### config.mk
export PLATFORM = sky130hd
export DESIGN_NAME = fx_reg_slave
export DESIGN_NICKNAME = d
export VERILOG_FILES = /design/src/rtl/fx_reg_slave.sv
export SDC_FILE = /design/constraint.sdc
export NUM_CORES = 1
export LEC_CHECK = 0
export CORE_MARGIN = 2
export CORE_UTILIZATION = 42
export CTS_BUF_LIST = sky130_fd_sc_hd__clkbuf_8
export CTS_CLUSTER_DIAMETER = 120
export CTS_CLUSTER_SIZE = 24
export DETAILED_ROUTE_END_ITERATION = 7
export PLACE_DENSITY_LB_ADDON = 0.12
export SLEW_MARGIN = 20
export SYNTH_ARGS = -nofsm -noshare
export SYNTH_HDL_FRONTEND = slang
export SYNTH_SLANG_ARGS = --single-unit
### constraint.sdc
create_clock -name clk_sys -period 2.75 [get_ports clk_sys]
set_clock_uncertainty 0.1 [all_clocks]
set_input_delay 0.4125 -clock clk_sys [delete_from_list [all_inputs] [get_ports clk_sys]]
set_output_delay 0.4125 -clock clk_sys [all_outputs]
set_load 0.02 [all_outputs]
### src/rtl/fx_reg_slave.sv
// fx-bus slave responder: address decode, control/config register bank and registered read data.
// Optional build macro FX_SLAVE_SHADOW_EN stages CFG writes in shadows applied by CMD bit0.
module fx_reg_slave #(
  parameter logic [5:0] DEV_ID  = 6'h01,
  parameter logic [7:0] VERSION = 8'h10
) (
  input  logic        clk_sys,
  input  logic        rst,
  input  logic        fx_wr,
  input  logic [7:0]  fx_data,
  input  logic [21:0] fx_waddr,
  input  logic        fx_rd,
  input  logic [21:0] fx_raddr,
  output logic [7:0]  fx_q,
  input  logic [7:0]  status_in,
  output logic [7:0]  ctrl,
  output logic [7:0]  cfg0,
  output logic [7:0]  cfg1,
  output logic [7:0]  cfg2,
  output logic [7:0]  cfg3,
  output logic [7:0]  cmd_pulse
);

  localparam logic [7:0] OFF_ID     = 8'h00;
  localparam logic [7:0] OFF_VER    = 8'h01;
  localparam logic [7:0] OFF_CTRL   = 8'h02;
  localparam logic [7:0] OFF_CMD    = 8'h03;
  localparam logic [7:0] OFF_CFG0   = 8'h04;
  localparam logic [7:0] OFF_CFG1   = 8'h05;
  localparam logic [7:0] OFF_CFG2   = 8'h06;
  localparam logic [7:0] OFF_CFG3   = 8'h07;
  localparam logic [7:0] OFF_STATUS = 8'h08;
  localparam logic [7:0] OFF_WRCNT  = 8'h09;
  localparam logic [7:0] OFF_ERRCNT = 8'h0A;

  logic [7:0]      ctrl_q, ctrl_d;
  logic [7:0]      cmd_pulse_q, cmd_pulse_d;
  logic [7:0]      wrcnt_q, wrcnt_d;
  logic [7:0]      errcnt_q, errcnt_d;
  logic [7:0]      fx_q_q, fx_q_d;
  logic [3:0][7:0] cfg_q, cfg_d;
  logic [3:0][7:0] cfg_view;
`ifdef FX_SLAVE_SHADOW_EN
  logic [3:0][7:0] shadow_q, shadow_d;
`endif

  logic       wr_hit, rd_hit;
  logic [7:0] wr_off, rd_off;
  logic       wr_rw, wr_cmd, wr_err, rd_err;
  logic       cnt_clear, cfg_wr;
  logic [7:0] rd_data;
  logic [1:0] err_inc;
  logic [8:0] err_sum;

  assign wr_off = fx_waddr[7:0];
  assign rd_off = fx_raddr[7:0];
  assign wr_hit = fx_wr && (fx_waddr[21:16] == DEV_ID) && (fx_waddr[15:8] == 8'h00);
  assign rd_hit = fx_rd && (fx_raddr[21:16] == DEV_ID) && (fx_raddr[15:8] == 8'h00);

`ifdef FX_SLAVE_SHADOW_EN
  assign cfg_view = shadow_q;
`else
  assign cfg_view = cfg_q;
`endif

  // Classify a hit write as register update, command, or error
  always_comb begin
    wr_rw  = 1'b0;
    wr_cmd = 1'b0;
    wr_err = 1'b0;
    if (wr_hit) begin
      case (wr_off)
        OFF_CTRL, OFF_CFG0, OFF_CFG1, OFF_CFG2, OFF_CFG3: wr_rw  = 1'b1;
        OFF_CMD:                                          wr_cmd = 1'b1;
        default:                                          wr_err = 1'b1;
      endcase
    end else begin
      wr_rw  = 1'b0;
    end
  end

  // Read mux: all sources are pre-write values so a same-cycle write is not seen
  always_comb begin
    rd_data = 8'h00;
    rd_err  = 1'b0;
    if (rd_hit) begin
      case (rd_off)
        OFF_ID:     rd_data = {2'b00, DEV_ID};
        OFF_VER:    rd_data = VERSION;
        OFF_CTRL:   rd_data = ctrl_q;
        OFF_CMD:    rd_data = 8'h00;
        OFF_CFG0:   rd_data = cfg_view[0];
        OFF_CFG1:   rd_data = cfg_view[1];
        OFF_CFG2:   rd_data = cfg_view[2];
        OFF_CFG3:   rd_data = cfg_view[3];
        OFF_STATUS: rd_data = status_in;
        OFF_WRCNT:  rd_data = wrcnt_q;
        OFF_ERRCNT: rd_data = errcnt_q;
        default: begin
          rd_data = 8'h00;
          rd_err  = 1'b1;
        end
      endcase
    end else begin
      rd_data = 8'h00;
    end
  end

  assign cnt_clear = wr_cmd && fx_data[7];
  assign cfg_wr    = wr_rw && (wr_off[7:2] == 6'h01);
  assign err_inc   = {1'b0, wr_err} + {1'b0, rd_err};
  assign err_sum   = {1'b0, errcnt_q} + {7'h00, err_inc};

  // Next-state for counters, control, command pulse and read data
  always_comb begin
    ctrl_d      = ctrl_q;
    wrcnt_d     = wrcnt_q;
    errcnt_d    = errcnt_q;
    cmd_pulse_d = wr_cmd ? fx_data : 8'h00;
    fx_q_d      = rd_data;

    if (wr_rw && (wr_off == OFF_CTRL)) begin
      ctrl_d = fx_data;
    end else begin
      ctrl_d = ctrl_q;
    end

    // A clearing CMD write wins over any count event in the same cycle
    if (cnt_clear) begin
      wrcnt_d  = 8'h00;
      errcnt_d = 8'h00;
    end else begin
      if (wr_rw || wr_cmd) begin
        wrcnt_d = wrcnt_q + 8'h01;
      end else begin
        wrcnt_d = wrcnt_q;
      end
      if (err_sum[8]) begin
        errcnt_d = 8'hFF;
      end else begin
        errcnt_d = err_sum[7:0];
      end
    end
  end

`ifdef FX_SLAVE_SHADOW_EN
  // Shadows take CFG writes; the live set loads from pre-write shadows on apply
  always_comb begin
    shadow_d = shadow_q;
    cfg_d    = cfg_q;
    if (cfg_wr) begin
      shadow_d[wr_off[1:0]] = fx_data;
    end else begin
      shadow_d = shadow_q;
    end
    if (wr_cmd && fx_data[0]) begin
      cfg_d = shadow_q;
    end else begin
      cfg_d = cfg_q;
    end
  end
`else
  // CFG writes land directly in the live registers
  always_comb begin
    cfg_d = cfg_q;
    if (cfg_wr) begin
      cfg_d[wr_off[1:0]] = fx_data;
    end else begin
      cfg_d = cfg_q;
    end
  end
`endif

  // State registers with synchronous reset
  always_ff @(posedge clk_sys) begin
    if (rst) begin
      ctrl_q      <= 8'h00;
      cmd_pulse_q <= 8'h00;
      wrcnt_q     <= 8'h00;
      errcnt_q    <= 8'h00;
      fx_q_q      <= 8'h00;
      cfg_q       <= {4{8'h00}};
`ifdef FX_SLAVE_SHADOW_EN
      shadow_q    <= {4{8'h00}};
`endif
    end else begin
      ctrl_q      <= ctrl_d;
      cmd_pulse_q <= cmd_pulse_d;
      wrcnt_q     <= wrcnt_d;
      errcnt_q    <= errcnt_d;
      fx_q_q      <= fx_q_d;
      cfg_q       <= cfg_d;
`ifdef FX_SLAVE_SHADOW_EN
      shadow_q    <= shadow_d;
`endif
    end
  end

  assign fx_q      = fx_q_q;
  assign ctrl      = ctrl_q;
  assign cmd_pulse = cmd_pulse_q;
  assign cfg0      = cfg_q[0];
  assign cfg1      = cfg_q[1];
  assign cfg2      = cfg_q[2];
  assign cfg3      = cfg_q[3];

endmodule

* After elaboration in Yosys (flattened, before gate mapping) *
Index checks and enable logic that the tools add are counted.

word-level totals
  logic and storage cells = 66
  flip-flop bits (word level) = 72

cells by class
  add/subtract/negate cells = 3
  reduce and logical (&&, ||, !) cells = 18
  bitwise operators = 2
  magnitude comparators = 2
  multiplexer cells = 13
  equality and inequality tests = 19

operators with widths
  operator             number
  $pmux 8 s10          1
  $eq 8x3->1 const B   8
  $bwmux 32            1
  $eq 8x2->1 const B   4
  $eq 8x4->1 const B   3
  $logic_not 8->1      3
  $eq 6x1->1 const B   3
  $demux 8 s2          1
  $mux 8               2
  $reduce_or 11->1     1
  $add 8x2->9          1
  $add 8x1->8 const B  1
  $eq 8x1->1 const B   1
  $logic_and 1x1->1    8
  $mux 1               8
  $reduce_or 2->1      3
  $reduce_or 6->1      1
  $reduce_or 5->1      1
  $lt 2x3->1 const B   1
  $add 1x1->2          1
  $ge 2x1->1 const B   1
  $not 1->1            2
  $logic_or 1x1->1     1

* Depth between registers and ports, before layout *
  depth in word-level cells = 7
  depth in mapped cells = 10

* Least setup slack after synthesis *
OpenSTA, ideal clock, no wires.

  path type = input to register
  start = input fx_waddr[5]
  end = register errcnt_q[6]
  setup time = 0.078 ns
  slack = 0.103 ns
  cell stages on the path = 9
  data arrival time = 2.469 ns
  path through = or4_4 nor2_1 nand2_1 and3_1 fa_1 ha_1 and2_1 and3_1 nor3_1

on the way
  cells in the longest elaborated chain, start to end = 7
  elaborated cells between the ends (all ways) = 16

RTL lines
  what                                      line  RTL
  start: declaration                        11    input logic [21:0] fx_waddr,
  $eq 8x2->1 or $eq 8x3->1 (tied branches)  72    case (wr_off)
  $reduce_or 6->1 (no line)                 -
  $mux 1                                    72
  $mux 1                                    71    if (wr_hit) begin
  $add 1x1->2                               111   assign err_inc = {1'b0, wr_err} + {1'b0, rd_err};
  $add 8x2->9                               112   assign err_sum = {1'b0, errcnt_q} + {7'h00, err_inc};
  $mux 8                                    138   if (err_sum[8]) begin
  end signal: assignment                    190   errcnt_q <= errcnt_d;
  end: declaration                          39    logic [7:0] errcnt_q, errcnt_d;

Parallel ways exist; a longest one is shown, timed or not.
A chain may end at the register's enable or synchronous reset.

* Worst setup path after layout *
Same ends and word-level chain as after synthesis.

==> qor.tcl <==
set qor(outcome) {finished, final reports clean}
set qor(most_common_cell_in_the_netlist) {sky130_fd_sc_hd__dfxtp_1}
set qor(num-fill-cells) 647
set qor(wirelength_um) 9810
set qor(numCtsBuffers) 9
set qor(clk_pin_slew_ps) 80
set qor(unrepaired_setup_endpoints_after_global_routing) {no}
set qor(report.final.setup_viol) 0
set qor(crit_arrival_ps) 2840
set qor(finalHoldViolations) 0
set qor(timing.max_cap.violations) 0
set qor(cts.sinks) 72
set qor(cts_buffer_depth) 2
set qor(synth_commonest_cells) {sky130_fd_sc_hd__dfxtp_1 (72), sky130_fd_sc_hd__nor2_1 (56), sky130_fd_sc_hd__mux2i_1 (42)}
set qor(setup.worst_path.class) {input port to flip-flop}
set qor(dpl_cell_area_um2) 4820
set qor(synth_top_flop_cell) {sky130_fd_sc_hd__dfxtp_1}
set qor(yosys.cell_types.count) 48
set qor(die_x_um) 93.2
set qor(synth.avg_cell_area_um2) 9.84
set qor(viasPerCell) 5.34
set qor(holdPathStages) 2
set qor(route.antenna.remaining_nets) 0
set qor(timing_max_transition_violations_final) 0
set qor(timing.slew.headroom_pct) 68.5
set qor(floorplan.core_area_um2) 7730
set qor(globalRoute.totalOverflow) 0
set qor(yosys.area.top_type) {sky130_fd_sc_hd__dfxtp_1}
set qor(post_synth_instance_area_um2) 3340
set qor(detail_route.first_pass.iterations) 4
set qor(synth_cells) 340
set qor(cts_tree) {yes}
set qor(initial_core_utilization_pct) 43.3
set qor(layout-area-overhead-vs-synth_pct) 50.4
set qor(holdBufCountCts) 0
set qor(min_period_over_period_pct) 96.5
set qor(port_buffers) 119
set qor(first_global_vias) 3181
set qor(crit_path_start_kind) {input port}
set qor(yosysWarningCount) 0
set qor(grt_usage_pct) 23.4
set qor(ys_async_sr_fraction_pct) 0
set qor(routedWlPerCell_um) 16.7
set qor(fp.dieArea_um2) 8690
set qor(post_layout_inst_area_um2) 5030
set qor(power_density_nw_per_um2) 401
set qor(insertion_delay_ps) 360
set qor(total_leakage_power_nw) 1.79
set qor(worst_hold_path_type) {flip-flop to flip-flop}
set qor(max_freq_ghz) 0.377
set qor(gp_congestion) 0.860
set qor(tns_ps) 0
set qor(synth.area.top_cells) {sky130_fd_sc_hd__dfxtp_1 (43%), sky130_fd_sc_hd__mux2i_1 (13%), sky130_fd_sc_hd__nor2_1 (6.3%)}
set qor(post-synth-top-area-fraction_pct) 43.1
set qor(worstSetupEndpointType) {flip-flop}
set qor(initial_antenna_violation_count) 0
set qor(syn-num-nets) 407
set qor(required_ps) 2930
set qor(pin_count_of_the_biggest_net_entering_global_routing) 41
set qor(row_count) 32
set qor(clock_period_minus_final_worst_setup_slack_ps) 2650
set qor(synth_enable_flop_cells) 0
set qor(totalPowerFinal_w) 0.00202
set qor(htree_num_levels) 3
set qor(num-nets-final) 548
set qor(crit_fanout) 3
set qor(grt_pass1_wl_um) 15800
set qor(first_iteration_detailed_routing_drc_count) 109
set qor(post_route_cells_drive_above_1_share_pct) 14.0
set qor(seq_area_frac_synth_pct) 43.1
set qor(max-vdd-ir-drop_v) 0.000348
set qor(clock-root-buffer) {sky130_fd_sc_hd__clkbuf_8}
set qor(die_y_um) 93.2
set qor(place_hpwl_um) 7320
set qor(ys_seq_elements) 72
set qor(finish.utilization_pct) 65.1
set qor(postCtsSetupBuffers) 0
set qor(reg2regPathDepth) 5
set qor(count_of_pins_on_the_block_boundary) 120
set qor(worst-slew-pin-transition_ps) 469
set qor(route.vias.total) 3137
set qor(antenna_cells_inserted) 0
set qor(route.detailed.drc) 0
-- cell families (layout without fill, tap and decap cells) --
kind of cell | Yosys count | count (layout) | synth area share, %
adder cells (fa/ha/maj) | 3 | 3 | 1.35
XOR/XNOR | 9 | 9 | 2.36
AO/OA/AOI/OAI | 41 | 41 | 8.12
AND/OR/NAND/NOR | 144 | 144 | 24.8
buffers and inverters | 21 | 167 | 2.96
flip-flops | 72 | 72 | 43.1
multiplexers | 50 | 50 | 17.3
-- worst paths after layout --
check                      to        start  slack, ps
setup reg to reg  errcnt_q[6]  errcnt_q[0]       1150
hold / removal     wrcnt_q[7]   wrcnt_q[7]        400
hold reg to reg    wrcnt_q[7]   wrcnt_q[7]        400
setup / recovery  errcnt_q[6]  fx_waddr[5]        100
-- power by group --
part | switching (W) | internal (W) | total, W
Combinational | 0.0000732 | 0.000108 | 0.000181
Clock | 0.000452 | 0.000344 | 0.000796
Sequential | 0.00000000165 | 0.00104 | 0.00104
-- per-layer routing --
layer / part of all wire, % / GRT usage [%] / vias up
li1: - / - / 1522
met1: 44 / 29.2 / 1502
met2: 49 / 39.9 / 100
met3: 5.3 / 6.20 / 13
met4: 1.7 / 6.50 / 0
met5: 0 / 0 / -
-- sequential cells by signal, indices dropped and copies added, names as in the netlist --
| register | cells |
|---|---|
| fx_q | 8 |
| cfg2 | 8 |
| cfg0 | 8 |
| cmd_pulse | 8 |
| errcnt_q | 8 |
| ctrl | 8 |
| cfg1 | 8 |
| cfg3 | 8 |
| wrcnt_q | 8 |
-- area by class of cell --
class	instances	area [um^2]	area share (%)
inverter	5	18.8	0.373
clock inverter	7	61.3	1.22
timing repair buffer	146	1430	28.5
tap	102	128	2.54
clock buffer	9	124	2.46
sequential	72	1440	28.6
multi-input combinational	247	1830	36.3
-- worst max-delay path, cell delays in order --
cell                              delay [ps]
sky130_fd_sc_hd__clkdlybuf4s50_1         400
sky130_fd_sc_hd__or4_4                   560
sky130_fd_sc_hd__nor2_4                  120
sky130_fd_sc_hd__nand2_1                  60
sky130_fd_sc_hd__and3_1                  220
sky130_fd_sc_hd__fa_2                    380
sky130_fd_sc_hd__ha_2                    200
sky130_fd_sc_hd__and2_1                  170
sky130_fd_sc_hd__and3_1                  190
sky130_fd_sc_hd__nor3_2                  130
-- per-stage QoR --
| stage | setup slack, ps | instances | hold slack, ps |
|---|---|---|---|
| floorplan | 103 | 340 | 359 |
| global placement | -356 | 572 | 384 |
| detailed placement | -446 | 572 | 392 |
| CTS | 58.6 | 588 | 406 |
| global route | 19.5 | 588 | 414 |
| finish | 96.5 | 588 | 405 |
-- cells in the final DEF, fill, tap and decap left out, types with 4 or more instances in the layout --
cell type / netlist / routed
sky130_fd_sc_hd__a21oi_1: 13 / 13
sky130_fd_sc_hd__a22oi_1: 12 / 12
sky130_fd_sc_hd__a31oi_1: 5 / 5
sky130_fd_sc_hd__and2_1: 9 / 9
sky130_fd_sc_hd__and3_1: 5 / 5
sky130_fd_sc_hd__buf_4: 0 / 24
sky130_fd_sc_hd__clkbuf_8: 0 / 9
sky130_fd_sc_hd__clkdlybuf4s50_1: 0 / 119
sky130_fd_sc_hd__dfxtp_1: 72 / 72
sky130_fd_sc_hd__inv_1: 5 / 5
sky130_fd_sc_hd__mux2i_1: 42 / 42
sky130_fd_sc_hd__mux4_2: 6 / 6
sky130_fd_sc_hd__nand2_1: 10 / 10
sky130_fd_sc_hd__nand3_1: 8 / 7
sky130_fd_sc_hd__nand4_1: 6 / 6
sky130_fd_sc_hd__nor2_1: 56 / 55
sky130_fd_sc_hd__nor2b_1: 4 / 4
sky130_fd_sc_hd__nor3_1: 11 / 10
sky130_fd_sc_hd__nor4_1: 6 / 6
sky130_fd_sc_hd__xnor2_1: 5 / 5
sky130_fd_sc_hd__xor2_1: 4 / 4
-- repair_timing --
item                                   CTS  global route
endpoints found under the hold margin    0             0
resized for setup                        3             3
setup endpoints to repair                7             1
No activity file was read; power rests on OpenSTA's default activity.
